## src/rtl/arith_pkg.sv

```systemverilog
// rtl/arith_pkg.sv - shared constants and FSM state type for the serial subtractor
// Purpose: digit width and controller state encoding shared by the
//          interface, the top level and the nibble datapath.
// Ports:   none (package).
package arith_pkg;

  // Width of one serial digit.
  localparam int NIBBLE_W = 4;

  typedef enum logic [1:0] {
    ST_IDLE = 2'd0,
    ST_RUN  = 2'd1,
    ST_DONE = 2'd2
  } state_t;

endpackage

```

## src/rtl/serial_nibble_subtractor_if.sv

```systemverilog
// rtl/serial_nibble_subtractor_if.sv - operand/result handshake bundle
// Purpose: groups the input handshake (operands + borrow-in) and the
//          output handshake (difference + borrow-out) of the subtractor.
// Signals: in_valid/in_ready, minuend, subtrahend, bin   (request side)
//          out_valid/out_ready, diff, bout              (result side)
// Modports: master = producer/consumer around the block, slave = the block.
interface serial_nibble_subtractor_if
  import arith_pkg::*;
#(
  parameter int NIBBLES = 4
);

  localparam int W = NIBBLE_W * NIBBLES;

  logic         in_valid;
  logic         in_ready;
  logic [W-1:0] minuend;
  logic [W-1:0] subtrahend;
  logic         bin;
  logic         out_valid;
  logic         out_ready;
  logic [W-1:0] diff;
  logic         bout;

  modport master (
    output in_valid, minuend, subtrahend, bin, out_ready,
    input  in_ready, out_valid, diff, bout
  );

  modport slave (
    input  in_valid, minuend, subtrahend, bin, out_ready,
    output in_ready, out_valid, diff, bout
  );

endinterface

```

## src/rtl/nibble_subtractor.sv

```systemverilog
// rtl/nibble_subtractor.sv - combinational 4-bit ripple-borrow subtractor
// Purpose: d = a - b - bin over one nibble, built from four 1-bit
//          full subtractors chained through their borrows.
// Ports:   a[3:0], b[3:0], bin  -> d[3:0], bout
module nibble_subtractor
  import arith_pkg::*;
(
  input  logic [NIBBLE_W-1:0] a,
  input  logic [NIBBLE_W-1:0] b,
  input  logic                bin,
  output logic [NIBBLE_W-1:0] d,
  output logic                bout
);

  // w_bor[i] is the borrow into bit i; w_bor[NIBBLE_W] leaves the nibble.
  logic [NIBBLE_W:0] w_bor;

  assign w_bor[0] = bin;

  for (genvar i = 0; i < NIBBLE_W; i++) begin : g_fs
    assign d[i]       = a[i] ^ b[i] ^ w_bor[i];
    // Borrow when a=0,b=1, or when a==b and a borrow is already pending.
    assign w_bor[i+1] = (~a[i] & b[i]) | (~(a[i] ^ b[i]) & w_bor[i]);
  end

  assign bout = w_bor[NIBBLE_W];

endmodule

```

## src/rtl/serial_nibble_subtractor.sv

```systemverilog
// rtl/serial_nibble_subtractor.sv - digit-serial W-bit subtractor with valid/ready handshakes
// Purpose: latches A, B and borrow-in, then computes A - B - bin one nibble
//          per cycle (LSB first) through a single nibble_subtractor, and
//          presents diff/bout until the consumer accepts them.
// Ports:   clk, rst (sync, active-high)
//          bus (slave): in_valid/in_ready, minuend, subtrahend, bin,
//                       out_valid/out_ready, diff, bout
module serial_nibble_subtractor
  import arith_pkg::*;
#(
  parameter int NIBBLES = 4
)(
  input  logic                       clk,
  input  logic                       rst,
  serial_nibble_subtractor_if.slave  bus
);

  localparam int W  = NIBBLE_W * NIBBLES;
  // Keep the index at least one bit wide so NIBBLES=1 still elaborates.
  localparam int IW = (NIBBLES > 1) ? $clog2(NIBBLES) : 1;
  localparam logic [IW-1:0] LAST_IDX = IW'(NIBBLES - 1);

  state_t        r_state;
  logic [IW-1:0] r_idx;
  logic [W-1:0]  r_a;
  logic [W-1:0]  r_b;
  logic [W-1:0]  r_diff;
  logic          r_borrow;
  logic          r_in_ready;
  logic          r_out_valid;

  logic [NIBBLE_W-1:0] w_a_nib;
  logic [NIBBLE_W-1:0] w_b_nib;
  logic [NIBBLE_W-1:0] w_d_nib;
  logic                w_bout_nib;

  // Select the operand nibbles addressed by the current index.
  always_comb begin
    w_a_nib = '0;
    w_b_nib = '0;
    for (int k = 0; k < NIBBLES; k++) begin
      if (r_idx == IW'(k)) begin
        w_a_nib = r_a[k*NIBBLE_W +: NIBBLE_W];
        w_b_nib = r_b[k*NIBBLE_W +: NIBBLE_W];
      end
    end
  end

  nibble_subtractor u_nib (
    .a    (w_a_nib),
    .b    (w_b_nib),
    .bin  (r_borrow),
    .d    (w_d_nib),
    .bout (w_bout_nib)
  );

  always_ff @(posedge clk) begin
    if (rst) begin
      r_state     <= ST_IDLE;
      r_idx       <= '0;
      r_a         <= '0;
      r_b         <= '0;
      r_diff      <= '0;
      r_borrow    <= 1'b0;
      r_in_ready  <= 1'b1;
      r_out_valid <= 1'b0;
    end else begin
      case (r_state)
        ST_IDLE: begin
          if (bus.in_valid) begin
            r_a        <= bus.minuend;
            r_b        <= bus.subtrahend;
            r_borrow   <= bus.bin;
            r_idx      <= '0;
            r_diff     <= '0;
            r_in_ready <= 1'b0;
            r_state    <= ST_RUN;
          end
        end

        ST_RUN: begin
          for (int k = 0; k < NIBBLES; k++) begin
            if (r_idx == IW'(k)) begin
              r_diff[k*NIBBLE_W +: NIBBLE_W] <= w_d_nib;
            end
          end
          // After the last nibble this holds the overall borrow-out.
          r_borrow <= w_bout_nib;
          if (r_idx == LAST_IDX) begin
            r_idx       <= '0;
            r_out_valid <= 1'b1;
            r_state     <= ST_DONE;
          end else begin
            r_idx <= r_idx + 1'b1;
          end
        end

        ST_DONE: begin
          if (bus.out_ready) begin
            r_out_valid <= 1'b0;
            r_in_ready  <= 1'b1;
            r_state     <= ST_IDLE;
          end
        end

        default: begin
          r_state     <= ST_IDLE;
          r_idx       <= '0;
          r_in_ready  <= 1'b1;
          r_out_valid <= 1'b0;
        end
      endcase
    end
  end

  assign bus.in_ready  = r_in_ready;
  assign bus.out_valid = r_out_valid;
  // The partial difference builds up during RUN; only expose it in DONE.
  assign bus.diff      = r_out_valid ? r_diff : '0;
  assign bus.bout      = r_out_valid & r_borrow;

endmodule

```

## src/flat_wrapper.sv

```systemverilog
// flat-port wrapper written by rule: the top's interface ports become plain ports
module serial_nibble_subtractor_flat import arith_pkg::*;
#(
  parameter int NIBBLES = 4
)
  (clk, rst, bus_in_valid, bus_minuend, bus_subtrahend, bus_bin, bus_out_ready, bus_in_ready, bus_out_valid, bus_diff, bus_bout);
  serial_nibble_subtractor_if #(.NIBBLES(NIBBLES)) bus_i ();
  input  logic clk;
  input  logic rst;
  input wire logic [$bits(bus_i.in_valid)-1:0] bus_in_valid;
  input wire logic [$bits(bus_i.minuend)-1:0] bus_minuend;
  input wire logic [$bits(bus_i.subtrahend)-1:0] bus_subtrahend;
  input wire logic [$bits(bus_i.bin)-1:0] bus_bin;
  input wire logic [$bits(bus_i.out_ready)-1:0] bus_out_ready;
  output wire logic [$bits(bus_i.in_ready)-1:0] bus_in_ready;
  output wire logic [$bits(bus_i.out_valid)-1:0] bus_out_valid;
  output wire logic [$bits(bus_i.diff)-1:0] bus_diff;
  output wire logic [$bits(bus_i.bout)-1:0] bus_bout;
  assign bus_i.in_valid = bus_in_valid;
  assign bus_i.minuend = bus_minuend;
  assign bus_i.subtrahend = bus_subtrahend;
  assign bus_i.bin = bus_bin;
  assign bus_i.out_ready = bus_out_ready;
  assign bus_in_ready = bus_i.in_ready;
  assign bus_out_valid = bus_i.out_valid;
  assign bus_diff = bus_i.diff;
  assign bus_bout = bus_i.bout;
  serial_nibble_subtractor #(.NIBBLES(NIBBLES)) u_core (.clk(clk), .rst(rst), .bus(bus_i));
endmodule
```

## config.mk

```make
export PLATFORM = sky130hd
export DESIGN_NAME = serial_nibble_subtractor_flat
export DESIGN_NICKNAME = d
export VERILOG_FILES = /design/src/rtl/arith_pkg.sv /design/src/rtl/serial_nibble_subtractor_if.sv /design/src/rtl/nibble_subtractor.sv /design/src/rtl/serial_nibble_subtractor.sv /design/src/flat_wrapper.sv
export SDC_FILE = /design/constraint.sdc
export NUM_CORES = 1
export LEC_CHECK = 0
export BUFFER_PORTS_ARGS = -buffer_cell sky130_fd_sc_hd__buf_2
export CAP_MARGIN = 5
export CORE_MARGIN = 2
export CORE_UTILIZATION = 50
export DETAILED_ROUTE_END_ITERATION = 7
export GPL_TIMING_DRIVEN = 0
export PLACE_DENSITY = 0.85
export SLEW_MARGIN = 30
export SYNTH_ARGS = -nofsm -noshare
export SYNTH_HDL_FRONTEND = slang
export SYNTH_HIERARCHICAL = 1
export SYNTH_SLANG_ARGS = --single-unit
```

## constraint.sdc

```tcl
create_clock -name clk -period 7.7 [get_ports clk]
set_input_delay 2.31 -clock clk [delete_from_list [all_inputs] [get_ports clk]]
set_output_delay 2.31 -clock clk [all_outputs]
set_load 0.05 [all_outputs]
```

==> qor.yml, run 1 <==
row_count: 26
fillers: 488
post_cts_buffers: 0
cts.sinks: 55
grt_overflow_total: 0
worstSkewPairLatency_ps: 300
cts.repair.resized: 0
portBuffers: 54
r2r_slack_ps: 3840
dr.first_iter.drc_count: 175
slew_headroom: 0.647
vias: 2394
p_comb_frac: 0.183
postSynthCellCount: 331
endpoint_kind: "flip-flop"
switching_share: 0.278
synth_area_leaders: "dfxtp_1 (42%), nand2_1 (11%), a21oi_1 (9.8%), and2_1 (4.1%), nor2b_1 (3.4%)"
firstDrtPassIters: 4
ys_types: 28
syn_area_per_cell_um2: 7.87
grt_start_max_net_pins: 16
p_leak_nw: 1.27
grt_pass1_vias: 2178
nNetsFinal: 437
power.internal_mw: 0.424
setup_viol: 0
drive_above_1_share: 0.186
crit_type: "flip-flop to flip-flop"
grt_use_total: 0.209
seq_area_frac_synth: 0.422
fp.dieW_um: 76.2
yosys.area.top_type: "dfxtp_1"
synth_area_mm2: 0.00261
cts_made_buffers: 5
hold_viol: 0
skew_ps: 4.21
synth_nets: 376
wirelength_um: 6020
htreeDepth: 2
synth_most_common_cell: "nand2_1"
critPathMaxFanout: 10
outcome: "finished, final reports clean"
worstPathArrival_ps: 4030
p_per_area_mw_per_mm2: 191
worstMarginPinSlew_ps: 529
initial_core_util: 0.514
cp_data_required_time_ps: 7880
peakVddDrop_mv: 0.113
wl_per_cell_um: 13.0
tns_ps: 0
hpwl_um: 4410
hold_path_class: "flip-flop to flip-flop"
holdWs_ps: 460
final_util: 0.604
diodes: 0
clk_pin_slew_ps: 90
route.detailed.drc: 0
synth-main-ff-cell: "dfxtp_1"
total_power_mw: 0.587
antenna_found_initial: 0
synth_edf_count: 0
route.detailed.vias_per_inst: 5.17
setup.worst_path.start_class: "flip-flop"
p_clk_frac: 0.292
root_buffer: "clkbuf_8"
globalplace.congestion: 0.863
drv_cap: 0
die_h_um: 76.2
synthDominantCellAreaShare: 0.422
period_needed_ps: 3860
core_mm2: 0.00507
grt_pass1_wl_um: 9940
area_growth_pct: 17.6
fin_crit_sh: 0.501
slew_viol_final: 0
synthArstFlopShare: 0
ctsHoldBuffers: 0
ant_nets: 0
io_pins: 56
cts_tree: "done"
fmax_ghz: 0.259
yosys-top-cells-count: "nand2_1 (77), dfxtp_1 (55), a21oi_1 (51)"
cts.path.max_buffers: 2
dieArea_mm2: 0.00581
switchingPower_mw: 0.163
p_seq_frac: 0.525
rsz0062_at_grt: "false"
ys_seq_elements: 55
yosys_warnings: 6
## registers in the layout, summed over array words and instances, names as in the netlist
register              cells
u_core/r_diff            16
u_core/r_borrow           1
u_core/r_a               16
u_core/r_b               16
u_core/r_idx              2
u_core/bus.in_ready       1
u_core/bus.out_valid      1
u_core/r_state            2
## cell families after synthesis
kind of cell / after synthesis / share of synthesized area
adders and majority gates: 8 / 0.0499
buffers and inverters: 40 / 0.0720
muxes: 5 / 0.0192
AOI/OAI and AO/OA: 89 / 0.197
and+or+nand+nor: 134 / 0.239
DFF: 55 / 0.422
## area by class of cell
class / instances / area (um^2) / share of cell area
clock buffers: 8 / 100 / 0.0327
inverters: 14 / 52.6 / 0.0171
repair buffers: 54 / 270 / 0.0882
plain buffers: 26 / 135 / 0.0441
flip-flops and latches: 55 / 1100 / 0.359
well taps: 70 / 87.6 / 0.0286
multi-input cells: 236 / 1320 / 0.430
## critical path, cell delays in order, from the launching register on
cell and delay (ps):
dfxtp_1 440, ha_1 300, clkbuf_1 440, a221oi_1 210, o31ai_1 430, fa_1 250
inv_1 50, fa_1 380, fa_1 370, inv_1 90, fa_1 410, nor2b_1 200
nand3_1 100, a21oi_1 70
## per-layer routing
metal | up-vias | share of wire | global-route usage
li1 | 1224 | - | -
met1 | 1082 | 0.45 | 0.279
met2 | 82 | 0.48 | 0.351
met3 | 6 | 0.062 | 0.0379
met4 | 0 | 0.0085 | 0.0564
met5 | - | 0 | 0
## cell usage in the layout (no fill, tap or decap), types with 2 or more instances in the layout
| cell | n |
|---|---|
| nand2_1 | 77 |
| buf_2 | 60 |
| dfxtp_1 | 55 |
| a21oi_1 | 51 |
| and2_1 | 17 |
| o21ai_0 | 17 |
| clkbuf_1 | 16 |
| inv_1 | 14 |
| nor2b_1 | 14 |
| nand3_1 | 12 |
| a221oi_1 | 8 |
| o31ai_1 | 8 |
| clkbuf_8 | 7 |
| nor2_1 | 7 |
| mux2i_1 | 5 |
| ha_1 | 4 |
| fa_1 | 4 |
| buf_6 | 3 |
| buf_4 | 2 |
| o21bai_1 | 2 |
| a32oi_1 | 2 |
## final timing paths
kind / to / startpoint / cells past startpoint
setup / recovery: u_core/r_diff[7]$_SDFFE_PP0P_ / u_core/r_idx[0]$_SDFFE_PP0P_ / 13
hold / removal: u_core/r_a[2]$_SDFFE_PP0P_ / u_core/r_a[2]$_SDFFE_PP0P_ / 2
setup reg to reg: u_core/r_diff[7]$_SDFFE_PP0P_ / u_core/r_idx[0]$_SDFFE_PP0P_ / 13
hold reg to reg: u_core/r_a[2]$_SDFFE_PP0P_ / u_core/r_a[2]$_SDFFE_PP0P_ / 2
## stage by stage
stage                     area [um^2]  cells  worst slack, ps
after floorplan                  2610    331             3970
final                            3060    463             3840
after CTS                        3060    463             3860
after global routing             3060    463             3730
after detailed placement         2960    455             3930
after global placement           2960    455             4030
## power by group through the flow
| stage | logic, mW | registers (mW) | clock network (mW) |
|---|---|---|---|
| final | 0.107 | 0.308 | 0.171 |
| after global routing | 0.120 | 0.310 | 0.184 |
| after CTS | 0.107 | 0.308 | 0.175 |
| after detailed placement | 0.105 | 0.314 | 0 |
| after global placement | 0.102 | 0.314 | 0 |
| after floorplan | 0.0724 | 0.314 | 0 |
Power figures use the tool's default switching activity.
==> run 2, diff against run 1 <==
--- a/config.mk
+++ b/config.mk
@@ -5,13 +5,14 @@
 export SDC_FILE = /design/constraint.sdc
 export NUM_CORES = 1
 export LEC_CHECK = 0
+export ABC_AREA = 1
 export BUFFER_PORTS_ARGS = -buffer_cell sky130_fd_sc_hd__buf_2
 export CAP_MARGIN = 5
 export CORE_MARGIN = 2
-export CORE_UTILIZATION = 50
+export CORE_UTILIZATION = 49
 export DETAILED_ROUTE_END_ITERATION = 7
 export GPL_TIMING_DRIVEN = 0
-export PLACE_DENSITY = 0.85
+export PLACE_DENSITY = 0.86
 export SLEW_MARGIN = 30
 export SYNTH_ARGS = -nofsm -noshare
 export SYNTH_HDL_FRONTEND = slang
==> constraint.sdc (replaced) <==
create_clock -name clk -period 3.1 [get_ports clk]
set_input_delay 0.93 -clock clk [delete_from_list [all_inputs] [get_ports clk]]
set_output_delay 0.93 -clock clk [all_outputs]
set_load 0.05 [all_outputs]
==> qor.yml, run 2 <==
critPathMaxFanout: 10
fin_crit_sh: 0.973
cp-startpoint: "u_core/r_idx[1]$_SDFFE_PP0P_"
cts.path.max_buffers: 2
seq_area_frac_synth: 0.404
cts.sinks: 55
slew_viol_final: 0
worstPathArrival_ps: 3220
synthDominantCellAreaShare: 0.404
outcome: "finished, final reports clean"
p_leak_nw: 1.68
ff2ff_path_depth: 14
cp_data_required_time_ps: 3310
yosys-top-cells-count: "nor2_1 (82), nand2_1 (61), dfxtp_1 (55)"
yosys_warnings: 6
cp_slowest_cell: "fa_1"
synth_most_common_cell: "nor2_1"
setup_viol: 0
p_seq_frac: 0.482
ys_types: 22
hold_depth: 2
final_util: 0.615
synth_nets: 440
drv_cap: 0
p_clk_frac: 0.297
grt_start_max_net_pins: 17
holdCritStartpoint: "u_core/bus.in_ready$_SDFFE_PP1P_"
crit_chain: "ha_2 -> clkbuf_4 -> a21oi_1 -> a21oi_2 -> fa_2 -> inv_1 -> fa_2 -> fa_1 -> inv_1 -> fa_1 -> inv_2 -> nor2_4 -> a21oi_2 -> nor2_1"
ant_nets: 0
core_mm2: 0.00544
slowest_delay_ps: 440
tns_ps: 0
synth_edf_count: 0
firstDrtPassIters: 6
r2r-start: "u_core/r_idx[1]$_SDFFE_PP0P_"
dr.first_iter.drc_count: 174
syn_area_per_cell_um2: 6.90
worstMarginPinSlew_ps: 419
nNetsFinal: 506
period_needed_ps: 3020
top_regs: "u_core/r_a x16, u_core/r_b x16, u_core/r_diff x16"
layout_common_cells: "nor2_1 (81), nand2_1 (61), buf_2 (57), dfxtp_1 (53), inv_1 (45)"
synth_area_leaders: "dfxtp_1 (40%), nor2_1 (11%), nand2_1 (8.4%), a21oi_1 (7.0%), inv_1 (6.9%)"
synth_area_mm2: 0.00272
setup.worst_path.start_class: "flip-flop"
stdcell_area_mm2: 0.00335
postSynthCellCount: 395
grt_overflow_total: 0
r2r-end: "u_core/r_diff[3]$_SDFFE_PP0P_"
skew_ps: 5.94
cts_tree: "done"
hold_viol: 0
dp_slack_ps: -280
yosys.area.top_type: "dfxtp_1"
route.detailed.vias_per_inst: 5.05
switching_share: 0.291
min_to: "u_core/bus.in_ready$_SDFFE_PP1P_"
peakVddDrop_mv: 0.253
endpoint_kind: "flip-flop"
initial_core_util: 0.501
cts_made_buffers: 5
total_power_mw: 1.65
worstSkewPairLatency_ps: 310
p_per_area_mw_per_mm2: 494
io_pins: 56
row_count: 27
switchingPower_mw: 0.481
ys_seq_elements: 55
root_buffer: "clkbuf_8"
fin_cells: 534
clk_pin_slew_ps: 90
grt_use_total: 0.212
setup_ws_ps: 84.4
area_growth_pct: 22.9
power.internal_mw: 1.17
vias: 2696
final_common_cell: "nor2_1"
dieArea_mm2: 0.00617
wirelength_um: 6500
synthArstFlopShare: 0
p_comb_frac: 0.221
portBuffers: 55
hpwl_um: 4670
holdWs_ps: 445
globalplace.congestion: 0.887
placed_area_mm2: 0.00309
die_h_um: 78.6
dp_cells: 522
fp.dieW_um: 78.6
hold_path_class: "flip-flop to flip-flop"
route.detailed.drc: 0
htreeDepth: 2
fmax_ghz: 0.332
diodes: 0
wl_per_cell_um: 12.2
grt_pass1_vias: 2293
r2r_slack_ps: 80
crit_type: "flip-flop to flip-flop"
slew_headroom: 0.721
antenna_found_initial: 0
grt_pass1_wl_um: 10400
drive_above_1_share: 0.227
synth-main-ff-cell: "dfxtp_1"
run 2: changes by cell type after synthesis, moves of 9 or more:
cell,delta
nor2_1,+75
inv_1,+36
and2_1,-17
nand2_1,-16
nor2b_1,-14
a21oi_1,-13
o21ai_0,+13
nand3_1,+11
nand3b_1,+9
run 2: cells by family (layout without fill, tap and decap cells):
kind of cell               after synthesis  after routing  share of synthesized area
AOI/OAI and AO/OA                       71             71                      0.130
adders and majority gates                8              8                     0.0478
buffers and inverters                   75            142                      0.123
DFF                                     55             55                      0.404
and+or+nand+nor                        186            186                      0.294
run 2: layout make-up:
type / count / area [um^2]
fillers: 518 / 2090
multi-input cells: 265 / 1360
flip-flops and latches: 55 / 1110
repair buffers: 60 / 313
inverters: 52 / 204
plain buffers: 22 / 159
well taps: 72 / 90.1
clock buffers: 6 / 82.6
clock inverters: 2 / 35.0
run 2: power by group through the flow:
stage | logic, mW | clock network [mW] | registers, mW
4_1_cts | 0.340 | 0.498 | 0.795
6_report | 0.365 | 0.490 | 0.797
2_1_floorplan | 0.241 | 0 | 0.805
5_1_grt | 0.413 | 0.536 | 0.803
3_3_place_gp | 0.317 | 0 | 0.809
3_5_place_dp | 0.330 | 0 | 0.811
run 2: timing repair:
| item | CTS | global route |
|---|---|---|
| pin swaps | 2 | 5 |
| hold buffers | 0 | 0 |
| setup buffers | 1 | 4 |
| endpoints found under the setup margin | 4 | 4 |
| cloned | 0 | 0 |
| gates resized for setup | 18 | 20 |
run 2: per-layer routing:
| metal | vias to the layer above | GRT usage | wire, um |
|---|---|---|---|
| met4 | 0 | 0.0754 | 104 |
| met3 | 13 | 0.0391 | 420 |
| met2 | 92 | 0.355 | 3120 |
| met5 | - | 0 | 0 |
| li1 | 1370 | - | - |
| met1 | 1221 | 0.272 | 2860 |
run 2: worst max-delay path: cells and delay by family (launching register included):
family / cells / cell delay, ps
compound gates: 3 / 380
fa+ha+maj: 5 / 1570
buf+inv: 4 / 450
flops: 1 / 400
simple gates: 2 / 110
run 2: worst max path at each step:
stage / endpoint / slack, ps / cells past startpoint
after floorplan: u_core/r_diff[15]$_SDFFE_PP0P_ / 150 / 15
after global placement: u_core/r_diff[11]$_SDFFE_PP0P_ / -190 / 15
final: u_core/r_diff[3]$_SDFFE_PP0P_ / 80 / 14
after CTS: u_core/r_diff[3]$_SDFFE_PP0P_ / 8 / 17
after detailed placement: u_core/r_diff[3]$_SDFFE_PP0P_ / -280 / 15
after global routing: u_core/r_diff[11]$_SDFFE_PP0P_ / -3 / 14
==> run 3, diff against run 2 <==
--- a/config.mk
+++ b/config.mk
@@ -5,16 +5,16 @@
 export SDC_FILE = /design/constraint.sdc
 export NUM_CORES = 1
 export LEC_CHECK = 0
-export ABC_AREA = 1
 export BUFFER_PORTS_ARGS = -buffer_cell sky130_fd_sc_hd__buf_2
 export CAP_MARGIN = 5
 export CORE_MARGIN = 2
 export CORE_UTILIZATION = 49
 export DETAILED_ROUTE_END_ITERATION = 7
 export GPL_TIMING_DRIVEN = 0
-export PLACE_DENSITY = 0.86
+export PLACE_DENSITY = 0.87
 export SLEW_MARGIN = 30
 export SYNTH_ARGS = -nofsm -noshare
 export SYNTH_HDL_FRONTEND = slang
 export SYNTH_HIERARCHICAL = 1
 export SYNTH_SLANG_ARGS = --single-unit
+export TNS_END_PERCENT = 50
==> qor.yml, run 3 (synthesis results as in run 1) <==
cts.sinks: 55
dp_slack_ps: -473
hpwl_um: 4480
portBuffers: 54
io_pins: 56
htreeDepth: 2
tns_ps: 0
critPathMaxFanout: 5
diodes: 0
fin_cells: 471
slew_headroom: 0.627
placed_area_mm2: 0.00298
clk_pin_slew_ps: 100
row_count: 26
rsz0062_at_grt: "true"
dr.first_iter.drc_count: 180
path_common_cell: "fa_2"
worstMarginPinSlew_ps: 559
root_buffer: "clkbuf_8"
skew_ps: 7.33
cp_data_required_time_ps: 3350
setup_ws_ps: 0.842
cp_slowest_cell: "fa_1"
slowest_delay_ps: 490
route.detailed.vias_per_inst: 5.37
drv_cap: 0
initial_core_util: 0.510
ant_nets: 0
globalplace.congestion: 0.849
vias: 2527
area_growth_pct: 27.6
top_regs: "u_core/r_a x16, u_core/r_b x16, u_core/r_diff x16"
grt_use_total: 0.228
hold_viol: 0
total_power_mw: 1.52
cts_made_buffers: 5
worstSkewPairLatency_ps: 320
fmax_ghz: 0.323
stdcell_area_mm2: 0.00333
wl_per_cell_um: 14.3
nNetsFinal: 445
dp_cells: 455
dieArea_mm2: 0.00592
die_h_um: 76.9
setup_viol: 0
firstDrtPassIters: 4
grt_start_max_net_pins: 16
core_mm2: 0.00511
crit_chain: "inv_4 -> ha_4 -> buf_8 -> a221oi_4 -> o31ai_4 -> fa_2 -> inv_2 -> fa_2 -> fa_2 -> inv_2 -> fa_1 -> nor2b_4 -> nand3_2 -> a21oi_2"
fp.dieW_um: 76.9
crit_type: "flip-flop to flip-flop"
ctsHoldBuffers: 0
slew_viol_final: 0
fin_crit_sh: 1.00
setup.worst_path.start_class: "flip-flop"
peakVddDrop_mv: 0.298
p_per_area_mw_per_mm2: 458
route.detailed.drc: 0
wirelength_um: 6730
endpoint_kind: "flip-flop"
worstPathArrival_ps: 3350
period_needed_ps: 3100
outcome: "finished, final reports clean"
grt_pass1_wl_um: 11000
cts.path.max_buffers: 2
grt_overflow_total: 0
antenna_found_initial: 0
hold_path_class: "flip-flop to flip-flop"
p_leak_nw: 1.37
final_common_cell: "nand2_1"
cts_tree: "done"
grt_pass1_vias: 2342
drive_above_1_share: 0.272
layout_common_cells: "nand2_1 (77), buf_2 (59), dfxtp_1 (53), a21oi_1 (50)"
==> run 3: critical path: cells and delay by family (launching register included) <==
| family | cells | cell delay [ps] |
|---|---|---|
| and+or+nand+nor | 2 | 320 |
| buffers and inverters | 4 | 290 |
| DFF | 1 | 390 |
| AOI/OAI and AO/OA | 3 | 620 |
| adders and majority gates | 5 | 1420 |
==> run 3: power breakdown <==
| group | internal (mW) | switching [mW] | leakage [nW] | total, mW |
|---|---|---|---|---|
| clock network | 0.204 | 0.231 | 0.0515 | 0.435 |
| registers | 0.742 | 0.0254 | 0.451 | 0.768 |
| logic | 0.138 | 0.184 | 0.869 | 0.321 |
| total | 1.08 | 0.440 | 1.37 | 1.52 |
==> run 3: worst paths after layout <==
path | start | endpoint | slack (ps) | cells after the start
worst min-delay path | u_core/r_a[2]$_SDFFE_PP0P_ | u_core/r_a[2]$_SDFFE_PP0P_ | 460 | 2
worst max-delay path | u_core/r_idx[1]$_SDFFE_PP0P_ | u_core/r_diff[7]$_SDFFE_PP0P_ | 0.8 | 14
worst min register to register | u_core/r_a[2]$_SDFFE_PP0P_ | u_core/r_a[2]$_SDFFE_PP0P_ | 460 | 2
worst max register to register | u_core/r_idx[1]$_SDFFE_PP0P_ | u_core/r_diff[7]$_SDFFE_PP0P_ | 0.8 | 14
==> run 3: metal layers <==
layer | GRT usage | vias to the layer above | share of wire
met1 | 0.288 | 1180 | 0.41
met2 | 0.390 | 98 | 0.50
met4 | 0.0709 | 0 | 0.015
met3 | 0.0482 | 9 | 0.069
li1 | - | 1240 | -
met5 | 0 | - | 0
==> run 3: repair_timing <==
item / 4_1_cts / 5_1_grt
setup buffers: 4 / 5
setup endpoints to repair: 11 / 9
pin swaps: 3 / 5
gates resized for setup: 32 / 19
==> run 3: layout make-up <==
type,instances,area [um^2]
Sequential cell,55,1110
Inverter,14,57.6
Timing Repair Buffer,63,342
Tap cell,70,87.6
Buffer,25,186
Fill cell,435,1780
Multi-Input combinational cell,236,1440
Clock buffer,8,100
==> run 3: through the flow <==
step	utilization	hold slack, ps
after floorplan	-	436
after global placement	0.584	443
after detailed placement	0.584	450
after CTS	0.634	463
after global routing	0.651	481
final	0.651	463
